===== src/rtl/rr_onehot_arbiter_pkg.sv =====
// Shared types and helpers for the 16-way round-robin one-hot arbiter.
package rr_onehot_arbiter_pkg;

   localparam int unsigned NUM_REQ = 16;
   localparam int unsigned ID_W    = 4;

   // Arbiter control states.
   typedef enum logic [1:0] {
      StIdle  = 2'd0,
      StGrant = 2'd1,
      StGap   = 2'd2
   } state_e;

   // Binary index to 16-bit one-hot vector.
   function automatic logic [NUM_REQ-1:0] onehot16(input logic [ID_W-1:0] id);
      logic [NUM_REQ-1:0] oh;
      oh     = '0;
      oh[id] = 1'b1;
      return oh;
   endfunction

endpackage


===== src/rtl/onehot_dec16.sv =====
// Combinational 4-to-16 binary-to-one-hot decoder with enable.
// Produces all zeros when disabled so the grant register can never hold a stale bit.
module onehot_dec16
   import rr_onehot_arbiter_pkg::*;
(
   input  logic [ID_W-1:0]    id_i,
   input  logic               en_i,
   output logic [NUM_REQ-1:0] onehot_o
);

   // Decode the index, gated by the enable.
   always_comb begin
      onehot_o = '0;
      if (en_i) begin
         onehot_o = onehot16(id_i);
      end
   end

endmodule


===== src/rtl/rr_onehot_arbiter.sv =====
// Round-robin arbiter sharing one resource among 16 requesters.
// Registered one-hot grant plus binary index, a bounded hold time with a
// timeout pulse on forced revoke, and one idle cycle between any two grants.
module rr_onehot_arbiter
   import rr_onehot_arbiter_pkg::*;
#(
   parameter int unsigned MAX_HOLD = 15,
   parameter int unsigned CNT_W    = 8
) (
   input  logic               clk,
   input  logic               rst,
   input  logic [NUM_REQ-1:0] req,
   output logic [NUM_REQ-1:0] gnt,
   output logic [ID_W-1:0]    gnt_id,
   output logic               gnt_valid,
   output logic               timeout
);

   state_e             state_q, state_d;
   logic [ID_W-1:0]    ptr_q, ptr_d;
   logic [CNT_W-1:0]   hold_cnt_q, hold_cnt_d;
   logic [ID_W-1:0]    gnt_id_q, gnt_id_d;
   logic               gnt_valid_q, gnt_valid_d;
   logic               timeout_q, timeout_d;
   logic [NUM_REQ-1:0] gnt_q, gnt_d;

   // Winner search signals.
   logic [ID_W-1:0]      search_base;
   logic [2*NUM_REQ-1:0] req_dbl;
   logic [NUM_REQ-1:0]   req_rot;
   logic [ID_W-1:0]      rot_idx;
   logic [ID_W-1:0]      winner;
   logic                 req_any;

   // Rotate req so bit 0 is the requester just after ptr, priority-encode, then un-rotate.
   always_comb begin
      search_base = ptr_q + ID_W'(1);
      req_dbl     = {req, req};
      req_rot     = req_dbl[search_base +: NUM_REQ];
      rot_idx     = '0;
      // Scan downward so the lowest set bit wins.
      for (int i = NUM_REQ - 1; i >= 0; i--) begin
         if (req_rot[i]) begin
            rot_idx = ID_W'(i);
         end
      end
      winner  = search_base + rot_idx;
      req_any = |req;
   end

   // Next-state logic: grant, hold and revoke decisions.
   always_comb begin
      state_d     = state_q;
      ptr_d       = ptr_q;
      hold_cnt_d  = hold_cnt_q;
      gnt_id_d    = gnt_id_q;
      gnt_valid_d = gnt_valid_q;
      timeout_d   = 1'b0;

      unique case (state_q)
         StIdle, StGap: begin
            if (req_any) begin
               state_d     = StGrant;
               gnt_id_d    = winner;
               ptr_d       = winner;
               hold_cnt_d  = CNT_W'(1);
               gnt_valid_d = 1'b1;
            end else begin
               state_d = StIdle;
            end
         end
         StGrant: begin
            // A voluntary release takes precedence over the hold limit.
            if (!req[gnt_id_q]) begin
               state_d     = StGap;
               gnt_valid_d = 1'b0;
            end else if (hold_cnt_q == CNT_W'(MAX_HOLD)) begin
               state_d     = StGap;
               gnt_valid_d = 1'b0;
               timeout_d   = 1'b1;
            end else begin
               hold_cnt_d = hold_cnt_q + CNT_W'(1);
            end
         end
         default: begin
            state_d     = StIdle;
            gnt_valid_d = 1'b0;
         end
      endcase
   end

   // The grant vector is derived from the next index so it always matches gnt_id.
   onehot_dec16 u_dec (
      .id_i     (gnt_id_d),
      .en_i     (gnt_valid_d),
      .onehot_o (gnt_d)
   );

   // State and output registers with synchronous reset.
   always_ff @(posedge clk) begin
      if (rst) begin
         state_q     <= StIdle;
         ptr_q       <= ID_W'(NUM_REQ - 1);
         hold_cnt_q  <= '0;
         gnt_id_q    <= '0;
         gnt_valid_q <= 1'b0;
         timeout_q   <= 1'b0;
         gnt_q       <= '0;
      end else begin
         state_q     <= state_d;
         ptr_q       <= ptr_d;
         hold_cnt_q  <= hold_cnt_d;
         gnt_id_q    <= gnt_id_d;
         gnt_valid_q <= gnt_valid_d;
         timeout_q   <= timeout_d;
         gnt_q       <= gnt_d;
      end
   end

   assign gnt       = gnt_q;
   assign gnt_id    = gnt_id_q;
   assign gnt_valid = gnt_valid_q;
   assign timeout   = timeout_q;

endmodule


===== config.mk =====
export PLATFORM = sky130hd
export DESIGN_NAME = rr_onehot_arbiter
export DESIGN_NICKNAME = d
export VERILOG_FILES = /design/src/rtl/rr_onehot_arbiter_pkg.sv /design/src/rtl/onehot_dec16.sv /design/src/rtl/rr_onehot_arbiter.sv
export SDC_FILE = /design/constraint.sdc
export NUM_CORES = 1
export LEC_CHECK = 0
export CORE_MARGIN = 2
export CORE_UTILIZATION = 42
export DETAILED_ROUTE_END_ITERATION = 12
export GPL_ROUTABILITY_DRIVEN = 0
export SLEW_MARGIN = 0
export SYNTH_ARGS = -nofsm -noshare
export SYNTH_HDL_FRONTEND = slang
export SYNTH_SLANG_ARGS = --single-unit

===== constraint.sdc =====
create_clock -name clk -period 4.43 [get_ports clk]
set_input_delay 0.886 -clock clk [delete_from_list [all_inputs] [get_ports clk]]
set_output_delay 0.886 -clock clk [all_outputs]
set_load 0.005 [all_outputs]

; ---- Yosys cells after proc, flatten, opt, wreduce, memory -nomap -nowiden
; Index checks and enable logic that the tools add are counted.
[word_totals]
reg_bits = 36
input_bits = 18
out_inout_bits = 22
wordCells = 68
[op_classes]
n_addsub = 3
order_cmp = 3
eq_ne = 7
n_shift = 1
mux = 35
bitwise = 3
reduce_logical = 9
[ops]
columns = op, count
row1 = two-way mux 4 bit, 18
row2 = variable part select 32 x 5 -> 16 bit, 1
row3 = two-way mux 8 bit, 3
row4 = one-hot mux 8 bit (2 select lines), 1
row5 = OR reduction 16 bit, 1
row6 = less-than comparator 4 x 5 -> 1 bit (second input constant), 2
row7 = adder 8 x 1 -> 8 bit (second input constant), 1
row8 = == test 8 x 4 -> 1 bit (second input constant), 1
row9 = two-way mux 1 bit, 7
row10 = != test 2 bit (second input constant), 3
row11 = adder 4 x 1 -> 4 bit (second input constant), 1
row12 = adder 4 bit, 1
row13 = binary-select mux 1 bit (select 4 bit), 1
row14 = demux 1 bit (select 4 bit), 1
row15 = >= comparator 4 x 1 -> 1 bit (second input constant), 1
row16 = two-way mux 2 bit, 2
row17 = one-hot mux 2 bit (2 select lines), 1
row18 = AND reduction 4 bit, 1
row19 = OR reduction 2 bit, 2
row20 = != test 3 bit (second input constant), 1
row21 = inverter 1 bit, 3
row22 = OR reduction 3 bit, 1
row23 = == test 2 x 1 -> 1 bit (second input constant), 1
row24 = == test 2 bit (second input constant), 1
row25 = other kinds (5), 5

; ---- Longest topological paths before layout
[depth]
word_depth = 25
depth_mapped = 19
ltp_nobuf = 17

; ---- By module
; From an unflattened synthesis, not the netlist that was laid out.
[hier_totals]
cells_unflattened = 292
area_unflattened_um2 = 3009.1
[by_module_without_submodules]
columns = module, instances, cells_each, area_per_inst_um2, seq_area_each_um2
row1 = rr_onehot_arbiter, 1, 269, 2891.5, 720.7
row2 = onehot_dec16, 1, 23, 117.6, 0.0

; ---- Least setup slack after synthesis
; OpenSTA, ideal clock, no wires.
[synth_path]
path_kind = reg-to-reg
startpoint = reg ptr_q[1]
endpoint = reg gnt_q[0] (netlist: gnt[0])
setup_ps = 80
arrival_time_ps = 3805
required_time_ps = 4350
setup_slack_ps = 545
path_stages_with_launch = 19
n_path_buf = 2
synth_period_minus_slack_ps = 3885
cell_sequence = dfxtp_1 ha_1 buf_2 mux2i_1 mux4_1 mux2_2 or2b_1 a31oi_1 o21ai_0 a21oi_1 ha_1 inv_1 fa_1 xnor2_1 nand2_1 and2_1 clkbuf_1 nand2_1 nor3b_1
[synth_via]
elab_chain_cells = 25
word_cells_on_any_way = 26
classes_between = add/sub (2) / order compare (2) / shift (1) / mux (20) / reduce/logical (1)
[synth_rtl]
columns = item, line
row1 = "start, declared", rr_onehot_arbiter.sv:20  ; logic [ID_W-1:0] ptr_q, ptr_d;
row2 = "start signal, assigned", rr_onehot_arbiter.sv:103  ; ptr_q <= ID_W'(NUM_REQ - 1);
row3 = "start signal, assigned", rr_onehot_arbiter.sv:111  ; ptr_q <= ptr_d;
row4 = adder 4 x 1 -> 4 bit *, rr_onehot_arbiter.sv:37  ; search_base = ptr_q + ID_W'(1);
row5 = variable part select 32 x 5 -> 16 bit, rr_onehot_arbiter.sv:39  ; req_rot = req_dbl[search_base +: NUM_REQ];
row6 = two-way mux 4 bit (16 in series), rr_onehot_arbiter.sv:43  ; if (req_rot[i]) begin
row7 = adder 4 bit *, rr_onehot_arbiter.sv:47  ; winner = search_base + rot_idx;
row8 = two-way mux 4 bit *, rr_onehot_arbiter.sv:62  ; if (req_any) begin
row9 = two-way mux 4 bit *, rr_onehot_arbiter.sv:60  ; unique case (state_q)
row10 = less-than comparator 4 x 5 -> 1 bit (not written as such) / >= comparator 4 x 1 -> 1 bit (equally long branches), rr_onehot_arbiter_pkg.sv:18  ; oh[id] = 1'b1;
row11 = logical AND 1 bit (not written as such), rr_onehot_arbiter_pkg.sv:18
row12 = two-way mux 1 bit (not written as such), rr_onehot_arbiter_pkg.sv:18
row13 = demux 1 bit (select 4 bit) *, -
row14 = "end signal, assigned", rr_onehot_arbiter.sv:116  ; gnt_q <= gnt_d;
row15 = "end, declared", rr_onehot_arbiter.sv:25  ; logic [NUM_REQ-1:0] gnt_q, gnt_d;
; Every way passes the cells marked *; elsewhere a longest branch is shown, timed or not.
; A chain may end at the register's enable or synchronous reset.

; ---- Worst setup path in the final report
[layout_path]
startpoint = in req[2]
endpoint = reg gnt_q[13] (netlist: gnt[13])
[layout_via]
elab_chain_cells = 24
word_cells_on_any_way = 33
classes_between = add/sub (1) / order compare (2) / shift (1) / mux (25) / bitwise (1) / reduce/logical (3)
[layout_rtl]
columns = item, line
row1 = "start, declared", rr_onehot_arbiter.sv:12  ; input logic [NUM_REQ-1:0] req,
row2 = variable part select 32 x 5 -> 16 bit, rr_onehot_arbiter.sv:39
row3 = two-way mux 4 bit (16 in series), rr_onehot_arbiter.sv:43
row4 = adder 4 bit, rr_onehot_arbiter.sv:47
row5 = two-way mux 4 bit, rr_onehot_arbiter.sv:62
row6 = two-way mux 4 bit, rr_onehot_arbiter.sv:60
row7 = less-than comparator 4 x 5 -> 1 bit (not written as such) / >= comparator 4 x 1 -> 1 bit (equally long branches), rr_onehot_arbiter_pkg.sv:18
row8 = logical AND 1 bit (not written as such), rr_onehot_arbiter_pkg.sv:18
row9 = two-way mux 1 bit (not written as such), rr_onehot_arbiter_pkg.sv:18
row10 = demux 1 bit (select 4 bit), -
; Several ways; a longest one is shown, not always the timed one. The select of a mux whose other input is x is not followed.

==> reports/metrics.cfg <==
[run_status]
status = completed

[global_routing]
met1_usage = 0.291
use_met3 = 0.0388
top_usage_layer = met2
grt_max_degree = 23
grt_usage = 0.195
grt-ovfl-total = 0
antenna_found_initial = 0
grt_pass1_wl_mm = 11.1
grt_pass1_vias = 2226
met2_usage = 0.298

[place]
port_buffers = 39
dpl_worst_slack_ns = -0.361
dp_hpwl_mm = 5.03

[cells_and_area]
syn2layout_area_growth_pct = 36.6
final_cell_mix = buf_4, dfxtp_1, nand2_1, clkdlybuf4s50_1, mux2i_1
drive_above_1_share = 0.290
final_util = 0.599
nNetsFinal = 357
fillers = 530
antennaDiodeCount = 0
layout_commonest_cell = buf_4

[setup_path]
max_stage_delay_ns = 0.49
critPathLaunchType = input port
worstSetupPathType = in -> reg
worstRegToRegCells = 16
cp_max_fo = 6
endpoint_kind = register
crit_buf_inv = 2
worstReg2RegEnd = gnt[13]$_SDFF_PP0_
required_ns = 4.62
cpMaxStageDelayCell = mux4_2
reg2reg_slack_ns = 0.27
critical-path-top-delay-family = multiplexers
rr_startpoint = ptr_q[1]$_SDFFE_PP1P_
worstPathCellList = dlygate4sd2_1 -> mux2i_1 -> mux4_2 -> mux2_2 -> or2b_1 -> a31oi_1 -> o21ai_0 -> a21oi_1 -> ha_1 -> inv_1 -> fa_1 -> nor2_2 -> a21oi_2 -> nand3_2 -> a211oi_1
cp.arrival_ns = 4.37
cp.depth = 15

[sta]
setup_ws_ns = 0.255
slew_viol_final = 0
slew-limit-headroom = 0.532
tns_ns = 0
fmax_mhz = 239
fin_crit_ns = 4.18
worstMarginPinSlew_ns = 0.702
finalSetupViolCount = 0
hold_viol = 0
skew_ns = 0.00365
period_share = 0.943
rsz0062_at_grt = false

[route]
vias = 2314
ant_nets = 0
wl_per_cell_um = 16.2
drt_wl_total_mm = 6.62
viasPerCell = 5.66
first_pass_iters = 4
drc_errors = 0
dr.first_iter.drc_count = 82

[clocking]
clkLatencyLatePin_ns = 0.28
tritoncts = built
clkSinkCount = 36
clockBufferDepth = 2
root_buffer = clkbuf_8
cts_buffers = 5
htree_levels = 2
clk_pin_slew_ns = 0.07

[synthesis]
ys_seq_elements = 36
yosys.area.top_type_share = 0.276
yosysWarnings = 0
synth_ff_type = dfxtp_1
yosys-top-cells-area = dfxtp_1, mux4_2, mux2i_1
synth_cells = 256
synth.net_count = 280
synth_top_area_cell = dfxtp_1
async_reset_ff_frac = 0
yosysUniqueCellTypes = 48
syn_area_um2 = 2610
seq_area_frac_synth = 0.276
synth-edff-count = 0
avgSynthCellArea_um2 = 10.2

[worst_hold_path]
hold_path_startpoint = hold_cnt_q[1]$_SDFFE_PP0P_
hp-class = reg -> reg
hold_path_depth = 2
min_to = hold_cnt_q[1]$_SDFFE_PP0P_

[flow_run]
max_cap_viol_count = 0

[die]
die-area_um2 = 6860
die_x_um = 82.9
ios = 40
initial_core_util = 0.438
core.rowCount = 28
core_um2 = 5960
die_y_um = 82.9

==> cells in the mapped netlist, types with 2 or more instances <==
cell	instances
nor2b_1	3
mux4_2	16
a21oi_1	11
buf_2	4
nand2_1	26
inv_1	5
and3_1	2
mux4_1	5
a21o_1	2
dfxtp_1	36
ha_1	5
nor4_1	5
nand2b_1	3
xnor2_1	3
buf_6	4
nor3b_1	10
nand3_1	7
nand3b_1	2
and2_1	2
xor2_1	7
mux2_2	5
a211oi_1	10
mux2i_1	29
nand4_1	5
nor3_1	2
a31oi_1	2
nor2_1	18
clkbuf_1	5
o21ai_0	3
==> how the worst max path moves through the flow <==
stage | startpoint | endpoint | slack [ns]
detailed placement | req[2] | gnt[15]$_SDFF_PP0_ | -0.36
global route | ptr_q[1]$_SDFFE_PP1P_ | gnt[3]$_SDFF_PP0_ | 0.02
global placement | req[2] | gnt[11]$_SDFF_PP0_ | -0.28
CTS | req[15] | gnt[7]$_SDFF_PP0_ | -0.006
floorplan | ptr_q[1]$_SDFFE_PP1P_ | gnt[0]$_SDFF_PP0_ | 0.55
finish | req[2] | gnt[13]$_SDFF_PP0_ | 0.25
==> cell families (layout without fill, tap and decap cells) <==
family | Yosys count | count (layout) | synth area share
simple gates | 90 | 90 | 0.184
mux | 56 | 56 | 0.326
compound gates | 38 | 38 | 0.102
flops | 36 | 36 | 0.276
buf+inv | 19 | 97 | 0.0407
xor+xnor | 11 | 11 | 0.0398
fa+ha+maj | 6 | 6 | 0.0316
==> tightest hold or removal path: cells and delay by family, from the launching register on <==
kind | cells | cell delay, ns
and+or+nand+nor | 1 | 0.08
muxes | 1 | 0.07
DFF | 1 | 0.34
==> area by class of cell <==
cell class / count / area, um^2 / share of cell area
inverters: 6 / 22.5 / 0.00632
flip-flops and latches: 36 / 721 / 0.202
clock buffers: 8 / 90.1 / 0.0253
well taps: 75 / 93.8 / 0.0263
multi-input cells: 201 / 1870 / 0.525
repair buffers: 83 / 766 / 0.215
==> metal layers <==
metal	vias up	share of wire
li1	1135	-
met2	44	0.46
met5	-	0
met1	1124	0.49
met4	0	0.0086
met3	11	0.036
==> sequential cells by signal, summed over array words and instances (netlist names) <==
register,flops
gnt,16
gnt_id,4
gnt_valid,1
hold_cnt_q,8
ptr_q,4
state_q,2
timeout,1
==> timing repair <==
item / CTS / global route
buffers inserted: 0 / 1
endpoints found under the setup margin: 5 / 18
hold buffers: 0 / 0
cloned: 0 / 1
pin swaps: 5 / 3
gates resized for setup: 9 / 33
==> per-stage QoR <==
step | cell area (um^2) | cells | hold slack, ns
2_1_floorplan | 2610 | 256 | 0.479
3_3_place_gp | 3340 | 399 | 0.501
3_5_place_dp | 3340 | 399 | 0.513
4_1_cts | 3450 | 407 | 0.541
5_1_grt | 3570 | 409 | 0.566
6_report | 3570 | 409 | 0.525
Power is not shown: default switching activity piles up to over one toggle a cycle in this logic, so the estimate is an artifact.
